--- config.mk ---
export PLATFORM = sky130hd
export DESIGN_NAME = uart_frame_sender
export DESIGN_NICKNAME = d
export VERILOG_FILES = /design/src/rtl/uart_frame_sender_pkg.sv /design/src/rtl/uart_frame_sender.sv
export SDC_FILE = /design/constraint.sdc
export NUM_CORES = 1
export LEC_CHECK = 0
export BUFFER_PORTS_ARGS = -buffer_cell sky130_fd_sc_hd__buf_2
export CAP_MARGIN = 5
export CORE_UTILIZATION = 48
export DETAILED_ROUTE_END_ITERATION = 10
export PLACE_DENSITY_LB_ADDON = 0.05
export SETUP_SLACK_MARGIN = 0.3
export SYNTH_ARGS = -nofsm -noshare
export SYNTH_HDL_FRONTEND = slang
export SYNTH_SLANG_ARGS = --single-unit
--- constraint.sdc ---
create_clock -name clk -period 8.35 [get_ports clk]
set_input_delay 2.505 -clock clk [delete_from_list [all_inputs] [get_ports clk]]
set_output_delay 2.505 -clock clk [all_outputs]
set_load 0.005 [all_outputs]
--- src/rtl/uart_frame_sender_pkg.sv ---
// Shared uart defines: frame-sender and main-controller state codes, frame constants.
// Imported by uart_frame_sender and by the main controller that drives it.
package uart_frame_sender_pkg;

   localparam int unsigned DEF_MAX_BYTES = 16;
   localparam logic [7:0]  DEF_SYNC_BYTE = 8'hA5;

   localparam logic [2:0] FRAME_IDLE      = 3'd0;
   localparam logic [2:0] FRAME_ISSUE     = 3'd1;
   localparam logic [2:0] FRAME_WAIT_LOW  = 3'd2;
   localparam logic [2:0] FRAME_WAIT_HIGH = 3'd3;
   localparam logic [2:0] FRAME_FINISH    = 3'd4;

   localparam logic [2:0] MAIN_IDLE = 3'd0;
   localparam logic [2:0] MAIN_LOAD = 3'd1;
   localparam logic [2:0] MAIN_SEND = 3'd2;
   localparam logic [2:0] MAIN_WAIT = 3'd3;

   function automatic logic len_valid(input logic [4:0] len, input int unsigned max_bytes);
      return (len != 5'd0) && (32'(len) <= max_bytes);
   endfunction

endpackage

--- src/rtl/uart_frame_sender.sv ---
// Frame sender: SYNC, len, payload bytes, XOR checksum, one byte per uart_transmit handshake.
// Sits between the main controller and uart_transmit.
module uart_frame_sender
   import uart_frame_sender_pkg::*;
#(
   parameter int unsigned MAX_BYTES   = DEF_MAX_BYTES,
   parameter logic [7:0]  SYNC_BYTE   = DEF_SYNC_BYTE,
   parameter int unsigned ACK_TIMEOUT = 15
) (
   input  logic                   clk,
   input  logic                   rst,
   input  logic                   start,
   input  logic [8*MAX_BYTES-1:0] payload,
   input  logic [4:0]             len,
   input  logic                   tx_ready,
   output logic                   tx_send,
   output logic [7:0]             tx_data,
   output logic                   busy,
   output logic                   done,
   output logic                   err
);

   localparam int unsigned CW = (ACK_TIMEOUT > 1) ? $clog2(ACK_TIMEOUT) : 1;

   logic [2:0]             state_q, state_d;
   logic [8*MAX_BYTES-1:0] payload_q, payload_d;
   logic [4:0]             len_q, len_d;
   logic [5:0]             idx_q, idx_d;
   logic [7:0]             csum_q, csum_d;
   logic [CW-1:0]          cnt_q, cnt_d;
   logic                   send_q, send_d;
   logic [7:0]             data_q, data_d;
   logic                   busy_q, busy_d;
   logic                   done_q, done_d;
   logic                   err_q, err_d;

   logic                   last_byte;
   logic [7:0]             pay_byte;
   logic [7:0]             cur_byte;

   // Frame index: 0 = sync, 1 = len, 2..len+1 = payload, len+2 = checksum.
   assign last_byte = (idx_q == ({1'b0, len_q} + 6'd2));

   always_comb begin
      pay_byte = 8'h00;
      for (int k = 0; k < MAX_BYTES; k++) begin
         if (idx_q == 6'(k + 2)) begin
            pay_byte = payload_q[8*MAX_BYTES-1-8*k -: 8];
         end
      end
   end

   always_comb begin
      if (idx_q == 6'd0) begin
         cur_byte = SYNC_BYTE;
      end else if (idx_q == 6'd1) begin
         cur_byte = {3'b000, len_q};
      end else if (last_byte) begin
         cur_byte = csum_q;
      end else begin
         cur_byte = pay_byte;
      end
   end

   always_comb begin
      state_d   = state_q;
      payload_d = payload_q;
      len_d     = len_q;
      idx_d     = idx_q;
      csum_d    = csum_q;
      cnt_d     = cnt_q;
      send_d    = 1'b0;
      data_d    = data_q;
      busy_d    = busy_q;
      done_d    = 1'b0;
      err_d     = 1'b0;

      case (state_q)
         FRAME_IDLE: begin
            if (start) begin
               if (len_valid(len, MAX_BYTES)) begin
                  payload_d = payload;
                  len_d     = len;
                  idx_d     = 6'd0;
                  csum_d    = 8'h00;
                  busy_d    = 1'b1;
                  state_d   = FRAME_ISSUE;
               end else begin
                  err_d = 1'b1;
               end
            end
         end
         FRAME_ISSUE: begin
            if (tx_ready) begin
               data_d  = cur_byte;
               send_d  = 1'b1;
               cnt_d   = '0;
               state_d = FRAME_WAIT_LOW;
               // Sync byte and checksum byte itself are excluded from the checksum.
               if ((idx_q != 6'd0) && !last_byte) begin
                  csum_d = csum_q ^ cur_byte;
               end
            end
         end
         FRAME_WAIT_LOW: begin
            if (!tx_ready) begin
               state_d = FRAME_WAIT_HIGH;
            end else if (cnt_q == CW'(ACK_TIMEOUT - 1)) begin
               err_d   = 1'b1;
               busy_d  = 1'b0;
               state_d = FRAME_IDLE;
            end else begin
               cnt_d = cnt_q + 1'b1;
            end
         end
         FRAME_WAIT_HIGH: begin
            if (tx_ready) begin
               idx_d   = idx_q + 6'd1;
               state_d = last_byte ? FRAME_FINISH : FRAME_ISSUE;
            end
         end
         FRAME_FINISH: begin
            done_d  = 1'b1;
            busy_d  = 1'b0;
            state_d = FRAME_IDLE;
         end
         default: begin
            state_d = FRAME_IDLE;
            busy_d  = 1'b0;
         end
      endcase
   end

   always_ff @(posedge clk or posedge rst) begin
      if (rst) begin
         state_q   <= FRAME_IDLE;
         payload_q <= '0;
         len_q     <= 5'd0;
         idx_q     <= 6'd0;
         csum_q    <= 8'h00;
         cnt_q     <= '0;
         send_q    <= 1'b0;
         data_q    <= 8'h00;
         busy_q    <= 1'b0;
         done_q    <= 1'b0;
         err_q     <= 1'b0;
      end else begin
         state_q   <= state_d;
         payload_q <= payload_d;
         len_q     <= len_d;
         idx_q     <= idx_d;
         csum_q    <= csum_d;
         cnt_q     <= cnt_d;
         send_q    <= send_d;
         data_q    <= data_d;
         busy_q    <= busy_d;
         done_q    <= done_d;
         err_q     <= err_d;
      end
   end

   assign tx_send = send_q;
   assign tx_data = data_q;
   assign busy    = busy_q;
   assign done    = done_q;
   assign err     = err_q;

endmodule

==> results.md, run 1 <==
- Die width: around 130 microns
- Worst min-delay path class: flip-flop to flip-flop
- Die Y: around 130 microns
- GR Overflow Total: 0
- First-pass GRT wire length: between 30,000 and 40,000 microns
- Initial antenna violation count: 0
- Synthesized area per cell: 8.19 sq um
- Fmax: around 210 MHz
- Critical Path RT: roughly 8.7 ns
- Crit path from: len[1]
- Num rows: between 40 and 50
- FFs w/ async S/R, synth: 1.00
- CTS tree: yes
- Via density: 5.42
- Core area: around 17,000 sq um
- Post-synth EDFFs: 0
- H-tree depth: 4
- Syn_nets: roughly 1,200
- PostCTS Resize Cnt: 0
- Crit path time final: between 4 and 5 ns
- Register area share after synthesis: 0.497
- DRT iter0 DRCs: ~670
- GRT Overall Usage: 0.273
- RR Startpoint: idx_q[0]
- GP Congestion: 0.831
- Netlist Area Pre-Place: roughly 8400 sq um
- Vias post-DR: 7,394
- Starting Density: 0.498
- Worst VDD drop: approximately 0.00023 V
- PwrDens: between 300 and 400 nW/um^2
- Final period util: 0.565
- Clock root buffer: clkbuf_16
- Slew Limit Fails: 0
- Layout Nets: around 1,300
- Worst slew pin tran: 1.18 ns
- Endpoint type of the worst setup path: flip-flop
- Primary FF master, synth: dfrtp_1
- Max-slew headroom: 0.208
- Post-route DRC violation count: 0
- Mapped Cells: a little over 1,000
- Drt pass-1 iters: 5
- Leak pwr: 4.96 nW
- TritonCTS Buffers: 17
- WL per Instance: roughly 17 microns
- Full die area: about 18,000 sq um
- Critical path class: primary input to flip-flop
- Hold_buf cts: 0
- Hpwl dp: between 15,000 and 20,000 microns
- Number of global-route vias before repair: ~7,300
- RSZ-0062 raised after global routing: false
- P&R area growth vs syn: 17.6%
- Outcome: finished clean
- CP Max Fanout: a little over 80
- Worst Skew: 0.00832 ns
- Max capacitance violation total: 0
- Flops & latches, synth: ~170
- Critical Path AT: roughly 5 ns
- Post-synth cell types: 66
- Setup TNS Final: 0 ns
- Final WL: ~23,000 microns
- Reg clk slew, reported paths: approximately 0.070 ns
- Pin count of the biggest net entering global routing: 89
- Post-layout util: 0.586
- YS warnings: 0
- Clk_lat worst skew: approximately 0.43 ns
- # port buffers: ~150
- ANT cells: 0
- Clk buf depth: 2
- Setup-failing EPs final: 0
- Layout cells sized above 1: 0.178
- Post-CTS Setup Inserts: 0
- Final hold vios: 0
- CP startpoint kind: primary input
- Final ANT Viol Nets: 0
- Min-Delay Startpoint: payload_q[57]
- IO Count: 149
- Num Clock Sinks: 166
cells in the mapped netlist (7+ instances only):
cell type / count / area [sq um]
a211oi_1: 14 / 105
nand4_1: 9 / 56.3
o22ai_1: 11 / 68.8
a21oi_1: 42 / 210
ha_1: 7 / 87.6
and3_1: 7 / 43.8
xnor2_1: 8 / 70.1
o21ai_0: 27 / 135
inv_1: 12 / 45.0
nand2_1: 453 / 1700
buf_2: 8 / 40.0
xor2_1: 10 / 87.6
clkbuf_1: 46 / 173
dfrtp_1: 166 / 4150
nor2_1: 44 / 165
buf_1: 7 / 26.3
and2_1: 8 / 50.1
nand3b_1: 11 / 82.6
nand3_1: 7 / 35.0
nand2b_1: 9 / 56.3
kinds of logic after synthesis:
logic type	after synthesis	synth area share
fa+ha+maj	7	0.0105
flops	166	0.497
compound gates	158	0.129
xor+xnor	18	0.0189
mux	5	0.00614
buf+inv	74	0.0354
simple gates	592	0.302
placed cells by master (no fill, tap or decap), drive strengths merged, types with 14 or more instances in the layout:
| cell type | n |
|---|---|
| clkbuf | 17 |
| nor2 | 45 |
| buf | 155 |
| inv | 19 |
| a21oi | 42 |
| nand2 | 453 |
| a211oi | 14 |
| dfrtp | 166 |
| o21ai | 27 |
report_power, final:
| group | internal (mW) | switching (mW) |
|---|---|---|
| registers | 1.16 | 0.263 |
| logic | 0.427 | 0.694 |
| clock network | 0.510 | 0.354 |
critical path, stage by stage:
cell and delay [ns]:
buf_2 0.11, nor4_1 0.32, xnor2_1 0.26, and4b_4 0.93, buf_4 0.66, nand2_1 0.14
nand2_1 0.09
through the flow:
stage	power, mW	cell area [sq um]	cells	worst slack [ns]	hold WS [ns]
6_report	3.41	9820	1365	3.63	0.473
3_5_place_dp	2.54	9180	1333	3.17	0.462
5_1_grt	3.64	9820	1365	3.37	0.496
3_3_place_gp	2.52	9180	1333	3.24	0.454
4_1_cts	3.42	9820	1365	3.61	0.478
2_1_floorplan	2.18	8350	1020	1.35	0.437
worst paths after layout:
check,slack [ns],to,cells after the start
min reg2reg,0.47,payload_q[57],2
min,0.47,payload_q[57],2
min in group asynchronous,2.22,payload_q[117],2
max in group asynchronous,4.62,payload_q[42],3
max reg2reg,4.63,csum_q[4],10
max,3.63,payload_q[30],7
sequential cells by signal, summed over array words and instances, names as in the netlist:
name       cells
tx_send        1
idx_q          6
done           1
csum_q         8
busy           1
err            1
len_q          5
cnt_q          4
tx_data        8
state_q        3
payload_q    128
layer usage:
metal | global-route usage | share of wire | vias to the layer above
met5 | 0 | 0 | -
li1 | - | - | 3636
met4 | 0.0739 | 0.017 | 0
met2 | 0.420 | 0.46 | 208
met1 | 0.394 | 0.47 | 3526
met3 | 0.0529 | 0.054 | 24
layout make-up:
class                   count  area, sq um
inverters                  12         50.0
well taps                 220          275
multi-input cells         780         3910
fillers                  1562         6940
flip-flops and latches    166         4150
clock buffers              17          425
clock inverters            15          215
repair buffers            155          793
Power figures use the tool's default switching activity.
==> run 2, diff against run 1 <==
--- a/config.mk
+++ b/config.mk
@@ -5,6 +5,7 @@
 export SDC_FILE = /design/constraint.sdc
 export NUM_CORES = 1
 export LEC_CHECK = 0
+export ABC_AREA = 1
 export BUFFER_PORTS_ARGS = -buffer_cell sky130_fd_sc_hd__buf_2
 export CAP_MARGIN = 5
 export CORE_UTILIZATION = 48
==> constraint.sdc (replaced) <==
create_clock -name clk -period 4.9 [get_ports clk]
set_input_delay 1.47 -clock clk [delete_from_list [all_inputs] [get_ports clk]]
set_output_delay 1.47 -clock clk [all_outputs]
set_load 0.005 [all_outputs]
==> results.md, run 2 <==
- Outcome: finished clean
- Syn_nets: 1,259 (+8.2%)
- Post-synth EDFFs: 0 (unchanged)
- Full die area: 18,000 sq um (+0.25%)
- Cells along the critical path: inv_1 -> ha_1 -> nand2_4 -> nor2_1 -> nand2_1 -> nand3_1 -> nand2_1 -> nand3_1 -> nand3_1 -> nand3_1 -> nand2_1 -> nand3_1 -> nand3_1 -> nand3_1 -> nand2_1 -> nand2_1 -> nand2_1 -> nand2_1 -> nand3_1 -> nand2_1 -> nor2_1
- Vias post-DR: 7,355 (-0.53%)
- Endpoint type of the worst setup path: flip-flop
- Final std cells w/o fill: 1,483 (+8.6%)
- Crit path largest cell delay: 0.58 ns (-0.35 ns)
- Final ANT Viol Nets: 0 (unchanged)
- YS warnings: 0 (unchanged)
- Critical Path AT: 3.50 ns (-1.58 ns)
- Mux contribution to synthesized area: 0 (-0.00614)
- Leak pwr: 5.42 nW (+9.2%)
- Die width: 134 microns (+0.13%)
- Hold WS: 0.468 ns (-0.00492 ns)
- Final WL: 20,600 microns (-11%)
- Worst min-delay path class: flip-flop to flip-flop
- Clk buf depth: 2 (unchanged)
- Core area: 16,800 sq um (+0.35%)
- Initial antenna violation count: 0 (unchanged)
- Largest register by flop count: payload_q
- Worst VDD drop: 0.000359 V (+58%)
- Slew Limit Fails: 0 (unchanged)
- Netlist Area Pre-Place: 8370 sq um (+0.25%)
- Post-layout util: 0.588 (+0.00189)
- Post-synthesis compound-gate area fraction: 0.0620 (-0.0673)
- First-pass GRT wire length: 33,900 microns (-10%)
- RSZ-0062 raised after global routing: false
- Synthesized area per cell: 7.51 sq um (-8.3%)
- Cell family with most CP delay: simple AND/OR/NAND/NOR gates
- Number of global-route vias before repair: 6,946 (-4.4%)
- CTS tree: yes
- Primary FF master, synth: dfrtp_1
- Simple-gate share of the synthesized area: 0.367 (+0.0645)
- Synth top area share: 0.496 (-0.00126)
- ANT cells: 0 (unchanged)
- P&R area growth vs syn: 18.1%
- Layout cells sized above 1: 0.183 (+0.00473)
- RR Startpoint: idx_q[0]
- Setup-failing EPs final: 0 (unchanged)
- Pin count of the biggest net entering global routing: 167 (+88%)
- Die Y: 134 microns (+0.13%)
- FFs w/ async S/R, synth: 1.00 (unchanged)
- CP max-delay cell: nor2_1
- DRT iter0 DRCs: 620 (-7.7%)
- Crit path from: idx_q[0]
- Min-Delay Startpoint: payload_q[50]
- GP Congestion: 0.832 (+0.13%)
- Critical Path RT: 5.22 ns (-3.50 ns)
- Main combinational cell family by area after synthesis: simple AND/OR/NAND/NOR gates
- Worst Skew: 0.0123 ns (+0.00402 ns)
- CP Max Fanout: 11 (-87%)
- Final period util: 0.650
- PwrDens: 513 nW/um^2 (+48%)
- H-tree depth: 4 (unchanged)
- Clock root buffer: clkbuf_16
- Post-route DRC violation count: 0 (unchanged)
- Cell type with the largest total area after synthesis: dfrtp_1
- PostCTS Resize Cnt: 0 (unchanged)
- Clk_lat worst skew: 0.43 ns (about the same)
- Crit path time final: 3.19 ns
- Hpwl dp: 14,400 microns (-7.9%)
- Setup TNS Final: 0 ns (unchanged)
- Register area share after synthesis: 0.496 (-0.00126)
- Max reg flops: 128 (unchanged)
- WL per Instance: 13.9 microns (-18%)
- GRT Overall Usage: 0.243 (-0.0305)
- Max-slew headroom: 0.350 (+0.142)
- Top-count cell post-synth: nand2_1
- Via density: 4.96 (-8.4%)
- # port buffers: 148 (unchanged)
- Fmax: 314 MHz
- Design Area, Final: 9890 sq um (+0.68%)
- CP startpoint kind: flip-flop
- Commonest cells after routing, fill and taps aside: nand2_1 (539), dfrtp_1 (166), buf_2 (148)
- CP Buf/Inv Count: 1 (-1)
- Mapped Cells: 1,115 (+9.3%)
- Cells after DPL: 1,451 (+8.9%)
- Drt pass-1 iters: 5 (unchanged)
- Hold_buf cts: 0 (unchanged)
- Max capacitance violation total: 0 (unchanged)
- Post-CTS Setup Inserts: 0 (unchanged)
- Adder-Cell Fraction of Synth Area: 0.0105 (-0.0000266)
- GR Overflow Total: 0 (unchanged)
- Post-placement cell area: 9300 sq um (+1.3%)
- Most common cell after layout, fill and taps aside: nand2_1
- Reg clk slew, reported paths: 0.07 ns (about the same)
- Final hold vios: 0 (unchanged)
- Starting Density: 0.498 (about the same)
- Post-Synth XOR/XNOR Area: 0.00837 (-0.0105)
- Critical path class: flip-flop to flip-flop
- Worst slew pin tran: 0.975 ns (-0.203 ns)
- Area contributors post-synth: dfrtp_1 (50%), nand2_1 (24%), nand3_1 (4.4%)
- Layout Nets: 1,394 (+9.2%)
- Post-synth cell types: 40 (-39%)
- IO Count: 149 (unchanged)
- Flops & latches, synth: 166 (unchanged)
- Num rows: 47 (unchanged)
- Num Clock Sinks: 166 (unchanged)
- TritonCTS Buffers: 17 (unchanged)
- Top cells by count, synth: nand2_1 (539), dfrtp_1 (166), nand3_1 (74)
## run 2: changes by cell type in the layout (fill, tap and decap cells not counted), sizes merged, moves of 8 or more
cell | previous run | this run
a211oi | 14 | 1
and2 | 8 | 0
inv | 19 | 78
nand2 | 453 | 546
nand2b | 9 | 0
nand3 | 7 | 76
nand3b | 11 | 1
nor2 | 45 | 68
o21ai | 27 | 41
o22ai | 11 | 2
or2 | 1 | 12
## run 2: per-stage QoR
| step | setup slack [ns] | total power, mW |
|---|---|---|
| finish | 1.71 | 5.07 |
| global route | 1.45 | 5.46 |
| CTS | 1.73 | 5.11 |
| detailed placement | 1.55 | 3.77 |
| global placement | 1.61 | 3.72 |
| floorplan | 1.32 | 3.30 |
## run 2: tightest hold or removal path, stage by stage, from the launching register on
cell and delay, ns:
dfrtp_1 0.34, nand2_1 0.05, nand2_1 0.04
## run 2: power by group
part | total (mW) | internal [mW] | switching (mW) | leakage, nW
logic | 1.45 | 0.506 | 0.943 | 3.05
clock network | 1.33 | 0.749 | 0.576 | 0.285
registers | 2.30 | 1.96 | 0.342 | 2.08
total | 5.07 | 3.21 | 1.86 | 5.42
## run 2: routing by layer
metal  up-vias  GRT usage  part of all wire
li1       3771          -                 -
met4         0     0.0624             0.012
met2       181      0.383              0.46
met3        15     0.0522             0.044
met1      3388      0.340              0.48
met5         -          0                 0
## run 2: cell families (layout without fill, tap and decap cells)
group | after synthesis | count (layout)
buffers and inverters | 116 | 264
AO/OA/AOI/OAI | 98 | 98
AND/OR/NAND/NOR | 720 | 720
flip-flops | 166 | 166
XOR/XNOR | 8 | 8
adder cells (fa/ha/maj) | 7 | 7
## run 2: cell type report
cell class	count	area (sq um)
multi-input cells	833	3760
clock inverters	12	119
fillers	1686	6930
well taps	220	275
repair buffers	154	811
clock buffers	20	467
flip-flops and latches	166	4150
inverters	78	303
## run 2: worst paths after layout
check	to	slack, ns	cells after the start
max reg2reg	csum_q[0]	1.71	21
min in group asynchronous	payload_q[107]	1.22	3
max in group asynchronous	payload_q[72]	2.90	3
min reg2reg	payload_q[50]	0.47	2
min	payload_q[50]	0.47	2
max	csum_q[0]	1.71	21
==> run 3, diff against run 2 <==
==> constraint.sdc (replaced) <==
create_clock -name clk -period 3.2 [get_ports clk]
set_input_delay 0.96 -clock clk [delete_from_list [all_inputs] [get_ports clk]]
set_output_delay 0.96 -clock clk [all_outputs]
set_load 0.005 [all_outputs]
==> results.md, run 3 (same netlist as run 2, synthesis figures left out) <==
- CP startpoint kind: flip-flop
- Setup-failing EPs final: 0 (unchanged)
- Hold Crit Depth: 2 (unchanged)
- Reg clk slew, reported paths: 0.06 ns (about the same)
- RR Startpoint: idx_q[5]
- Filler cells: 1,541 (-8.6%)
- Critical path class: flip-flop to flip-flop
- Outcome: finished clean
- Top cell by count, worst path: nand2_1
- Die Y: 134 microns (unchanged)
- Largest register by flop count: payload_q
- GR Overflow Total: 0 (unchanged)
- Clk buf depth: 2 (unchanged)
- Max reg flops: 128 (unchanged)
- P&R area growth vs syn: 22.0%
- Multi-input logic area: 3890 sq um (+3.6%)
- Final hold vios: 0 (unchanged)
- PwrDens: 774 nW/um^2 (+51%)
- Final WL: 21,300 microns (+3.3%)
- Commonest cells after routing, fill and taps aside: nand2_1 (536), dfrtp_1 (161), buf_2 (148)
- Most common cell after layout, fill and taps aside: nand2_1
- Worst Skew: 0.00935 ns (-0.00299 ns)
- Core area: 16,800 sq um (unchanged)
- H-tree depth: 4 (unchanged)
- CP Buf/Inv Count: 1 (unchanged)
- Leak pwr: 5.56 nW (+2.6%)
- Setup TNS Final: 0 ns (unchanged)
- Max-slew headroom: 0.382 (+0.0320)
- Clock root buffer: clkbuf_16
- Num rows: 47 (unchanged)
- Clk_lat worst skew: 0.43 ns (about the same)
- Number of global-route vias before repair: 6,936 (-0.14%)
- Critical Path RT: 3.56 ns (-1.66 ns)
- CP Max Fanout: 6 (-5)
- TritonCTS Buffers: 17 (unchanged)
- WL per Instance: 14.2 microns (+1.7%)
- Cells along the critical path: nor2_8 -> buf_6 -> nand2_8 -> nor2_4 -> nand2_1 -> nand3_1 -> nand2_1 -> nand2_1 -> o21ai_1 -> o21ai_1 -> nand2_1 -> nand3_1 -> nand3_1 -> nand3_1 -> nand2_1 -> nand2_1 -> nand2_1 -> nand3_1 -> nand2_1 -> nand2_2 -> nand3_2 -> nand2_1 -> nand2_1 -> nor2_1
- Crit path time final: 2.74 ns (-0.443 ns)
- Final ANT Viol Nets: 0 (unchanged)
- Worst min-delay path class: flip-flop to flip-flop
- R2R Path End: csum_q[3]
- Register Area: 4160 sq um (+0.15%)
- Endpoint type of the worst setup path: flip-flop
- Starting Density: 0.498 (unchanged)
- # port buffers: 148 (unchanged)
- R2R setup slack: 0.46 ns (-1.26 ns)
- Pin count of the biggest net entering global routing: 167 (unchanged)
- Hold_buf cts: 0 (unchanged)
- Cell family with most CP delay: simple AND/OR/NAND/NOR gates
- Slew Limit Fails: 0 (unchanged)
- Worst VDD drop: 0.000612 V (+71%)
- Via density: 4.99 (+0.57%)
- GRT Overall Usage: 0.246 (+0.00274)
- Num Clock Sinks: 166 (unchanged)
- GP Congestion: 0.844 (+1.5%)
- RSZ-0062 raised after global routing: true
- R2R cell count: 24 (+14%)
- Final period util: 0.858 (+0.207)
- IO Count: 149 (unchanged)
- Layout cells sized above 1: 0.217 (+0.0341)
- Critical Path AT: 3.10 ns (-0.40 ns)
- Critical Path Stages: 24 (+14%)
- CP max-delay cell: dfrtp_2
- Crit path largest cell delay: 0.46 ns (-0.12 ns)
- Worst slew pin tran: 0.927 ns (-0.0480 ns)
- Full die area: 18,000 sq um (unchanged)
- DRT iter0 DRCs: 604 (-2.6%)
- Max capacitance violation total: 0 (unchanged)
- Drt pass-1 iters: 5 (unchanged)
- Layout Nets: 1,417 (+1.6%)
- Worst hold endpoint: payload_q[50]
- Hpwl dp: 14,600 microns (+1.6%)
- Min-Delay Startpoint: payload_q[50]
- ANT cells: 0 (unchanged)
- Fmax: 364 MHz (+16%)
- Die width: 134 microns (unchanged)
- Post-layout util: 0.607 (+0.0194)
- First-pass GRT wire length: 34,700 microns (+2.2%)
- Post-route DRC violation count: 0 (unchanged)
- Initial antenna violation count: 0 (unchanged)
- CTS tree: yes
- Vias post-DR: 7,512 (+2.1%)
## run 3: cell count changes in the layout (fill, tap and decap cells not counted), sizes merged
cell	before	now
clkinvlp	3	4
nor2	68	69
buf	154	176
clkinv	8	7
bufinv	1	0
clkbuf	20	21
## run 3: worst max path at each step
stage	start	to	slack [ns]
after floorplan	rst	busy	0.13
after global placement	idx_q[1]	csum_q[3]	0.37
after detailed placement	idx_q[1]	csum_q[4]	0.33
after CTS	idx_q[5]	csum_q[4]	0.32
after global routing	idx_q[1]	csum_q[2]	0.25
final	idx_q[5]	csum_q[3]	0.46
## run 3: report_power, final
| part | switching [mW] | internal [mW] | leakage (nW) | total (mW) |
|---|---|---|---|---|
| sequential | 0.589 | 3.00 | 2.08 | 3.59 |
| combinational | 1.47 | 0.865 | 3.21 | 2.34 |
| clock | 0.889 | 1.09 | 0.273 | 1.98 |
| total | 2.95 | 4.96 | 5.56 | 7.91 |
## run 3: worst reg2reg max path, delay by kind of cell (launching register included)
kind | cells | cell delay, ns
buffers and inverters | 1 | 0.15
and+or+nand+nor | 21 | 1.84
DFF | 1 | 0.46
AOI/OAI and AO/OA | 2 | 0.23
## run 3: routing by layer
metal	part of all wire	track usage
met4	0.010	0.0630
met1	0.49	0.364
met2	0.45	0.372
met5	0	0
met3	0.049	0.0438
## run 3: timing repair
item | CTS | global route
cloned | 0 | 1
resized for setup | 1 | 34
endpoints found under the hold margin | 0 | 0
pin swaps | 0 | 17
endpoints found under the setup margin | 3 | 14
setup buffers | 0 | 18
## run 3: through the flow
| step | setup slack (ns) | instances | instance area, sq um | power (mW) | hold WS [ns] |
|---|---|---|---|---|---|
| floorplan | 0.127 | 1115 | 8380 | 5.06 | 0.434 |
| global placement | 0.374 | 1455 | 9340 | 5.76 | 0.451 |
| detailed placement | 0.332 | 1455 | 9340 | 5.81 | 0.453 |
| CTS | 0.316 | 1487 | 9910 | 7.82 | 0.469 |
| global route | 0.245 | 1506 | 10200 | 8.48 | 0.485 |
| finish | 0.456 | 1506 | 10200 | 7.91 | 0.468 |
## run 3: cell type report
| cell class | instances | share of cell area |
|---|---|---|
| clock inverters | 11 | 0.00870 |
| inverters | 78 | 0.0299 |
| repair buffers | 176 | 0.0988 |
| multi-input cells | 834 | 0.381 |
| well taps | 220 | 0.0270 |
| flip-flops and latches | 166 | 0.407 |
| clock buffers | 21 | 0.0470 |
